**src/rtl/onehot_event_encoder8_if.sv**
```systemverilog
// Event-encoder bus: request lines in, valid/ready encoded index stream out.
// The encoder side is the master; the consumer side is the slave.
interface onehot_event_encoder8_if;
  logic [7:0] req_in;
  logic       out_valid;
  logic       out_ready;
  logic [2:0] out_idx;
  logic [7:0] out_onehot;
  logic [7:0] pending;
  logic       overflow;

  modport master (
    input  req_in,
    input  out_ready,
    output out_valid,
    output out_idx,
    output out_onehot,
    output pending,
    output overflow
  );

  modport slave (
    output req_in,
    output out_ready,
    input  out_valid,
    input  out_idx,
    input  out_onehot,
    input  pending,
    input  overflow
  );
endinterface

```
**src/rtl/onehot_event_encoder8.sv**
```systemverilog
// Sticky 8-line event collector feeding a one-at-a-time 3-bit index encoder
// with a valid/ready output; fixed-priority or round-robin selection.
module onehot_event_encoder8 #(
  parameter bit EDGE_MODE = 1'b0,
  parameter bit RR_MODE   = 1'b0
) (
  input  logic                           clk,
  input  logic                           rst,
  onehot_event_encoder8_if.master        bus
);
  typedef enum logic {IDLE, OFFER} state_t;

  state_t     state_reg;
  logic [7:0] req_d_reg;
  logic [7:0] pending_reg;
  logic [2:0] idx_reg;
  logic [7:0] onehot_reg;
  logic [2:0] last_reg;
  logic       valid_reg;
  logic       overflow_reg;

  logic [7:0] ev;
  logic       acc;
  logic [7:0] idx_dec;
  logic [7:0] clr;
  logic [7:0] cand;
  logic [2:0] base;
  logic [2:0] winner;
  logic [7:0] winner_dec;

  genvar gi;
  generate
    for (gi = 0; gi < 8; gi++) begin : g_dec
      assign idx_dec[gi]    = (idx_reg == 3'(gi));
      assign winner_dec[gi] = (winner == 3'(gi));
    end
  endgenerate

  assign ev   = EDGE_MODE ? (bus.req_in & ~req_d_reg) : bus.req_in;
  assign acc  = valid_reg & bus.out_ready;
  assign clr  = acc ? idx_dec : 8'h00;
  // Only registered pending bits compete; this cycle's events wait a cycle.
  assign cand = pending_reg & ~clr;
  // The round-robin search restarts just past the index being accepted now.
  assign base = acc ? idx_reg : last_reg;

  always_comb begin
    winner = 3'd0;
    if (RR_MODE) begin
      for (int off = 8; off >= 1; off--) begin
        if (cand[base + 3'(off)]) winner = base + 3'(off);
      end
    end else begin
      for (int i = 7; i >= 0; i--) begin
        if (cand[i]) winner = 3'(i);
      end
    end
  end

  always_ff @(posedge clk) begin
    if (rst) begin
      state_reg    <= IDLE;
      req_d_reg    <= 8'h00;
      pending_reg  <= 8'h00;
      idx_reg      <= 3'd0;
      onehot_reg   <= 8'h00;
      last_reg     <= 3'd7;
      valid_reg    <= 1'b0;
      overflow_reg <= 1'b0;
    end else begin
      req_d_reg    <= bus.req_in;
      pending_reg  <= cand | ev;
      overflow_reg <= |(ev & cand);
      if (acc) last_reg <= idx_reg;
      case (state_reg)
        IDLE: begin
          if (|cand) begin
            idx_reg    <= winner;
            onehot_reg <= winner_dec;
            valid_reg  <= 1'b1;
            state_reg  <= OFFER;
          end
        end
        OFFER: begin
          if (bus.out_ready) begin
            if (|cand) begin
              idx_reg    <= winner;
              onehot_reg <= winner_dec;
            end else begin
              onehot_reg <= 8'h00;
              valid_reg  <= 1'b0;
              state_reg  <= IDLE;
            end
          end
        end
        default: state_reg <= IDLE;
      endcase
    end
  end

  assign bus.out_valid  = valid_reg;
  assign bus.out_idx    = idx_reg;
  assign bus.out_onehot = onehot_reg;
  assign bus.pending    = pending_reg;
  assign bus.overflow   = overflow_reg;
endmodule

```
**src/flat_wrapper.sv**
```systemverilog
// flat-port wrapper written by rule: the top's interface ports become plain ports
module onehot_event_encoder8_flat 
#(
  parameter bit EDGE_MODE = 1'b0,
  parameter bit RR_MODE   = 1'b0
)
  (clk, rst, bus_req_in, bus_out_ready, bus_out_valid, bus_out_idx, bus_out_onehot, bus_pending, bus_overflow);
  onehot_event_encoder8_if bus_i ();
  input  logic clk;
  input  logic rst;
  input wire logic [$bits(bus_i.req_in)-1:0] bus_req_in;
  input wire logic [$bits(bus_i.out_ready)-1:0] bus_out_ready;
  output wire logic [$bits(bus_i.out_valid)-1:0] bus_out_valid;
  output wire logic [$bits(bus_i.out_idx)-1:0] bus_out_idx;
  output wire logic [$bits(bus_i.out_onehot)-1:0] bus_out_onehot;
  output wire logic [$bits(bus_i.pending)-1:0] bus_pending;
  output wire logic [$bits(bus_i.overflow)-1:0] bus_overflow;
  assign bus_i.req_in = bus_req_in;
  assign bus_i.out_ready = bus_out_ready;
  assign bus_out_valid = bus_i.out_valid;
  assign bus_out_idx = bus_i.out_idx;
  assign bus_out_onehot = bus_i.out_onehot;
  assign bus_pending = bus_i.pending;
  assign bus_overflow = bus_i.overflow;
  onehot_event_encoder8 #(.EDGE_MODE(EDGE_MODE), .RR_MODE(RR_MODE)) u_core (.clk(clk), .rst(rst), .bus(bus_i));
endmodule
```
**config.mk**
```make
export PLATFORM = sky130hd
export DESIGN_NAME = onehot_event_encoder8_flat
export DESIGN_NICKNAME = d
export VERILOG_FILES = /design/src/rtl/onehot_event_encoder8_if.sv /design/src/rtl/onehot_event_encoder8.sv /design/src/flat_wrapper.sv
export SDC_FILE = /design/constraint.sdc
export NUM_CORES = 1
export LEC_CHECK = 0
export CAP_MARGIN = 20
export CORE_MARGIN = 4
export CORE_UTILIZATION = 47
export DETAILED_ROUTE_END_ITERATION = 8
export PLACE_DENSITY = 0.9
export SETUP_SLACK_MARGIN = 0.5
export SKIP_CTS_REPAIR_TIMING = 1
export SYNTH_ARGS = -nofsm -noshare
export SYNTH_HDL_FRONTEND = slang
export SYNTH_SLANG_ARGS = --single-unit
export TNS_END_PERCENT = 100
```
**constraint.sdc**
```tcl
create_clock -name clk -period 3 [get_ports clk]
set_input_delay 0.3 -clock clk [delete_from_list [all_inputs] [get_ports clk]]
set_output_delay 0.3 -clock clk [all_outputs]
set_load 0.02 [all_outputs]
```
==> summary.md, run 1 <==
| Metric | Value |
|---|---|
| Status | `complete, no violations` |
| Clk_skew | `0.00379 ns` |
| # IOs | `32` |
| Hold WC Path Type | `reg2reg` |
| Routed Antenna Nets | `0` |
| Fillers | `160` |
| Die outline area | `2840 um2` |
| H-Tree Level Count | `1` |
| Final setup violation count | `0` |
| Ys Warns | `0` |
| Slew @ Worst Pin | `0.673 ns` |
| # rows | `16` |
| I/O Buffers | `31` |
| RSZ-0062 raised after global routing | `no` |
| Via density | `5.97` |
| Die H | `53.3 um` |
| Number of flops mapped to enable cells by yosys | `0` |
| Worst Path Required | `3.25 ns` |
| Antenna violations before repair | `0` |
| Maximum Capacitance Violations | `0` |
| Num CTS Buffers | `3` |
| Final worst path period need | `2.35 ns` |
| Most used DFF post-synth | `dfxtp_1` |
| Mapped Nets | `119` |
| GR Util met2 | `37.8%` |
| CTS tree | `done` |
| DR vias | `1,009` |
| Global-route wire length before repair | `4600 um` |
| #FFs+latches synth | `22` |
| Met3 Use GR | `2.54%` |
| Max IR drop VDD | `0.285 mV` |
| Layer with the highest usage | `met2` |
| Crit-path max FO | `7` |
| Worst Path Arrival | `2.61 ns` |
| Sequential-to-total area share from yosys stat | `45.7%` |
| Antenna cells | `0` |
| Tot GR Track Use | `22.6%` |
| Mapped cell area | `963 um2` |
| Hpwl dp | `2060 um` |
| Total grt overflow | `0` |
| Vias in the first global route | `978` |
| Multi-input logic area | `524 um2` |
| Yosys top cell area share | `45.7%` |
| Core area | `1960 um2` |
| Clock root buffer | `clkbuf_4` |
| Fin crit share | `78.4%` |
| Drt drc | `0` |
| Pre-antenna DRT Iters | `4` |
| Rel. slew slack | `55.0%` |
| Area contributors post-synth | `dfxtp_1 46%, nor2_1 6.6%, o21a_1 5.5%` |
| Fin nets | `154` |
| Setup CP Type | `in2reg` |
| Post-synthesis cell type count | `30` |
| Reg area | `440 um2` |
| Global Route met1 Usage | `27.4%` |
| Die W | `53.3 um` |
| CTS max path bufs | `2` |
| Max Freq | `425 MHz` |
| Largest net degree at the start of global routing | `20` |
| Layout cell share with drive strength beyond 1 | `9.15%` |
| Total Wirelength | `2850 um` |
| Initial core utilization | `49.1%` |
| Clk sinks | `22` |
| Slew Viols, Final | `0` |
| Post-Synthesis Cells | `108` |
| Setup TNS | `0 ns` |
| Post-synth top cells | `22 x dfxtp_1, 17 x nor2_1, 8 x a21oi_1, 8 x nand2_1, 7 x o21a_1` |
| Skew-Pair Late Insertion Delay | `0.32 ns` |
| Leakage | `0.490 nW` |
| Final Util | `70.2%` |
| Worst-path clk slew | `0.13 ns` |
| Critical path endpoint category | `flip-flop` |
| DRT iter0 DRCs | `49` |
| Cell area power density | `531 nW/um2` |
| Avg Inst Size Synth | `8.92 um2` |
| Largest area contributor in the netlist | `dfxtp_1` |
| Most frequent cell after synthesis | `dfxtp_1` |
| GP Congestion | `0.919` |
| Layout overhead on the synthesized area | `42.9%` |
| Final hold violation count | `0` |
| Post-synth ARST share | `0%` |
| Crit start category | `input port` |
| DR WL/cell | `16.8 um` |
| Power Total | `730 uW` |
[logic make-up after synthesis]
family          synth area share, %
simple gates                   23.1
compound gates                 29.6
flops                          45.7
buf+inv                        1.56
[metal layers]
metal / vias up / wire [um]
li1: 471 / -
met1: 470 / 1110
met2: 57 / 1400
met3: 11 / 228
met4: 0 / 111
met5: - / 0
[cell type report]
cell class / count / share of cell area [%]
Timing Repair Buffer: 32 / 23.1
Clock buffer: 3 / 1.64
Multi-Input combinational cell: 82 / 38.1
Clock inverter: 1 / 2.18
Tap cell: 27 / 2.45
Inverter: 2 / 0.545
Sequential cell: 22 / 32.0
[per-stage QoR]
step	cell area, um2	hold slack (ns)	cells	setup WS (ns)
after global routing	1380	0.491	169	0.517
after floorplan	963	0.421	108	0.974
after detailed placement	1310	0.449	165	0.382
after global placement	1310	0.452	165	0.485
after CTS	1360	0.473	169	0.656
final	1380	0.471	169	0.647
[path summary, 6_finish.rpt]
check                                                             end                                   from  depth (start not counted)  slack [ns]
worst max-delay path            u_core.bus.out_onehot[3]$_SDFFE_PP0P_                          bus_out_ready                          7        0.65
worst max register to register  u_core.bus.out_onehot[3]$_SDFFE_PP0P_     u_core.bus.out_idx[0]$_SDFFE_PP0P_                          6        0.76
worst min-delay path            u_core.bus.out_onehot[6]$_SDFFE_PP0P_  u_core.bus.out_onehot[6]$_SDFFE_PP0P_                          2        0.47
worst min register to register  u_core.bus.out_onehot[6]$_SDFFE_PP0P_  u_core.bus.out_onehot[6]$_SDFFE_PP0P_                          2        0.47
[worst max-delay path: stages]
cell             delay [ns]
clkdlybuf4s50_1        0.61
or3b_1                 0.50
o21ai_4                0.23
nand4_2                0.25
o31ai_4                0.32
and2b_2                0.25
o2bb2ai_1              0.15
[report_power, final]
group | switching [mW] | internal (mW) | leakage (nW)
registers | 0.0168 | 0.312 | 0.182
logic | 0.0949 | 0.0750 | 0.280
clock network | 0.0967 | 0.135 | 0.0279
total | 0.208 | 0.522 | 0.490
[layout by cell type (no fill, tap or decap)]
master           netlist  layout
o21ai_4                0       1
a211oi_1               1       1
o211ai_1               1       1
o21ai_1                3       2
clkdlybuf4s50_1        0      31
nor2b_1                1       1
nand4b_1               2       2
o41ai_1                1       1
a31oi_1                1       1
o31ai_4                1       1
nand2_1                8       8
o21ai_2                2       2
nand4_2                1       1
inv_1                  2       2
bufinv_16              0       1
dfxtp_1               22      22
o2bb2ai_1              4       4
nand3_1                3       3
buf_4                  0       1
clkbuf_4               0       3
or4b_4                 1       1
a21oi_1                8       8
a32o_1                 1       1
nand2b_1               3       3
nor3_2                 0       1
a22oi_1                1       1
nor2_1                17      17
and2b_2                1       1
o21a_1                 7       7
nand3b_1               3       3
a221oi_1               2       2
o21ai_0                6       6
a22o_1                 1       1
or3b_1                 1       1
(Power assumes the default switching activity.)
==> run 2: changes to the inputs <==
CORE_UTILIZATION = 44   (was 47)
PLACE_DENSITY = 0.85   (was 0.9)
clock period = 2.2 ns   (was 3 ns; I/O delays follow)
==> summary.md, run 2 (same netlist as run 1, synthesis figures left out) <==
| Metric | Value |
|---|---|
| DR vias | `1,036 (+2.7%)` |
| Slew @ Worst Pin | `0.437 ns (-0.236 ns)` |
| RSZ-0062 raised after global routing | `yes` |
| Final setup violation count | `0 (unchanged)` |
| Skew-Pair Late Insertion Delay | `0.31 ns (about the same)` |
| Hold path cells | `4 (+2)` |
| GP Congestion | `0.863 (-6.1%)` |
| DR WL/cell | `15.8 um (-6.3%)` |
| Drt drc | `0 (unchanged)` |
| Total Wirelength | `2890 um (+1.5%)` |
| CTS tree | `done` |
| Cell mode on critical path | `nand3b_1` |
| Worst path cell trace | `nand3b_1 -> o21a_1 -> or4b_4 -> buf_4 -> o21ai_4 -> nand3b_1 -> o41ai_1` |
| Vias in the first global route | `960 (-1.8%)` |
| Critical-path top delay cell | `or4b_4` |
| # IOs | `32 (unchanged)` |
| Crit start category | `flip-flop` |
| Largest net degree at the start of global routing | `13 (-35%)` |
| Core area | `2020 um2 (+3.1%)` |
| Clk sinks | `22 (unchanged)` |
| Cell area power density | `603 nW/um2 (+14%)` |
| Final cell count without fillers | `183 (+8.3%)` |
| Commonest non-fill, non-tap cells in the layout | `30 x clkdlybuf4s50_1, 18 x dfxtp_1, 17 x nor2_1, 15 x buf_4, 8 x a21oi_1` |
| Die H | `54.8 um (+2.9%)` |
| Hpwl dp | `2120 um (+3.0%)` |
| Critical path endpoint category | `flip-flop` |
| Global-route wire length before repair | `4400 um (-4.2%)` |
| Rel. slew slack | `70.6% (+16 points)` |
| Final worst path period need | `2.05 ns` |
| Crit-path leading delay family | `simple AND/OR/NAND/NOR gates` |
| Max Freq | `487 MHz` |
| Hold WC Path Type | `in2reg` |
| Worst Path Required | `2.39 ns (-0.86 ns)` |
| Crit path buf inv count | `1 (unchanged)` |
| Max IR drop VDD | `0.416 mV (+46%)` |
| Antenna cells | `0 (unchanged)` |
| Crit-path max FO | `6 (-1)` |
| Tot GR Track Use | `20.6% (-2.0 points)` |
| Layout cell share with drive strength beyond 1 | `22.4% (+13 points)` |
| Die W | `54.8 um (+2.9%)` |
| Antenna violations before repair | `0 (unchanged)` |
| Max incr delay on CP | `0.53 ns (-0.08 ns)` |
| DRT iter0 DRCs | `52 (+6.1%)` |
| Routed Antenna Nets | `0 (unchanged)` |
| Layout overhead on the synthesized area | `55.5%` |
| Fillers | `147 (-8.1%)` |
| # rows | `16 (unchanged)` |
| Status | `complete, no violations` |
| Worst-path clk slew | `0.12 ns (about the same)` |
| Initial core utilization | `47.6% (-1.5 points)` |
| Placed Instances | `177 (+7.3%)` |
| Fin crit share | `93.4%` |
| Stages on worst setup path | `7 (unchanged)` |
| Leakage | `0.561 nW (+15%)` |
| Die outline area | `3000 um2 (+5.8%)` |
| Setup TNS | `0 ns (unchanged)` |
| Reg2reg path depth | `7 (+1)` |
| Final hold violation count | `0 (unchanged)` |
| Total grt overflow | `0 (unchanged)` |
| Pre-antenna DRT Iters | `4 (unchanged)` |
| Most common cell after layout, fill and taps aside | `clkdlybuf4s50_1` |
| Clock root buffer | `clkbuf_4` |
| Final Util | `74.1% (+3.9 points)` |
| Maximum Capacitance Violations | `0 (unchanged)` |
| CTS max path bufs | `2 (unchanged)` |
| Via density | `5.66 (-5.2%)` |
| Fin nets | `168 (+9.1%)` |
| Worst Path Arrival | `2.24 ns (-0.37 ns)` |
| H-Tree Level Count | `1 (unchanged)` |
| Setup CP Type | `reg2reg` |
| Slew Viols, Final | `0 (unchanged)` |
| I/O Buffers | `31 (unchanged)` |
| Fin Hold WS | `0.463 ns (-0.00808 ns)` |
| Num CTS Buffers | `3 (unchanged)` |
| Clk_skew | `0.00819 ns (+0.00440 ns)` |
[run 2: final timing paths]
path / startpoint / end / slack [ns]
setup / recovery: u_core.bus.out_idx[1]$_SDFFE_PP0P_ / u_core.bus.out_idx[0]$_SDFFE_PP0P_ / 0.15
setup reg to reg: u_core.bus.out_idx[1]$_SDFFE_PP0P_ / u_core.bus.out_idx[0]$_SDFFE_PP0P_ / 0.15
hold reg to reg: u_core.bus.out_onehot[4]$_SDFFE_PP0P_ / u_core.bus.out_onehot[4]$_SDFFE_PP0P_ / 0.48
hold / removal: bus_out_ready / u_core.bus.out_valid$_SDFFE_PP0P_ / 0.46
[run 2: final cells by class]
| type | instances | area (um2) | share of cell area (%) |
|---|---|---|---|
| Inverter | 2 | 7.51 | 0.501 |
| Sequential cell | 22 | 453 | 30.2 |
| Clock inverter | 1 | 3.75 | 0.251 |
| Multi-Input combinational cell | 82 | 552 | 36.8 |
| Tap cell | 27 | 33.8 | 2.26 |
| Clock buffer | 3 | 22.5 | 1.50 |
| Timing Repair Buffer | 46 | 425 | 28.4 |
[run 2: worst min-delay path: stages]
cell and delay, ns:
dlymetal6s2s_1 0.18, buf_4 0.16, a31oi_1 0.07, o21a_1 0.10
[run 2: metal layers]
| metal | track usage, % | vias to the layer above | routed length (um) |
|---|---|---|---|
| met5 | 0 | - | 0 |
| met4 | 11.2 | 0 | 89 |
| met3 | 2.72 | 9 | 178 |
| met2 | 32.1 | 47 | 1430 |
| met1 | 27.3 | 481 | 1190 |
| li1 | - | 499 | - |
[run 2: stage by stage]
| stage | instance area (um2) | total power, mW | worst slack, ns |
|---|---|---|---|
| global placement | 1420 | 0.700 | -0.0949 |
| finish | 1500 | 0.904 | 0.145 |
| CTS | 1450 | 0.886 | 0.128 |
| floorplan | 986 | 0.583 | 0.312 |
| detailed placement | 1420 | 0.707 | -0.173 |
| global route | 1500 | 0.947 | 0.0315 |
[run 2: report_power, final]
group          switching [mW]  internal, mW
clock                   0.120        0.0662
sequential             0.0252         0.425
combinational           0.136         0.131
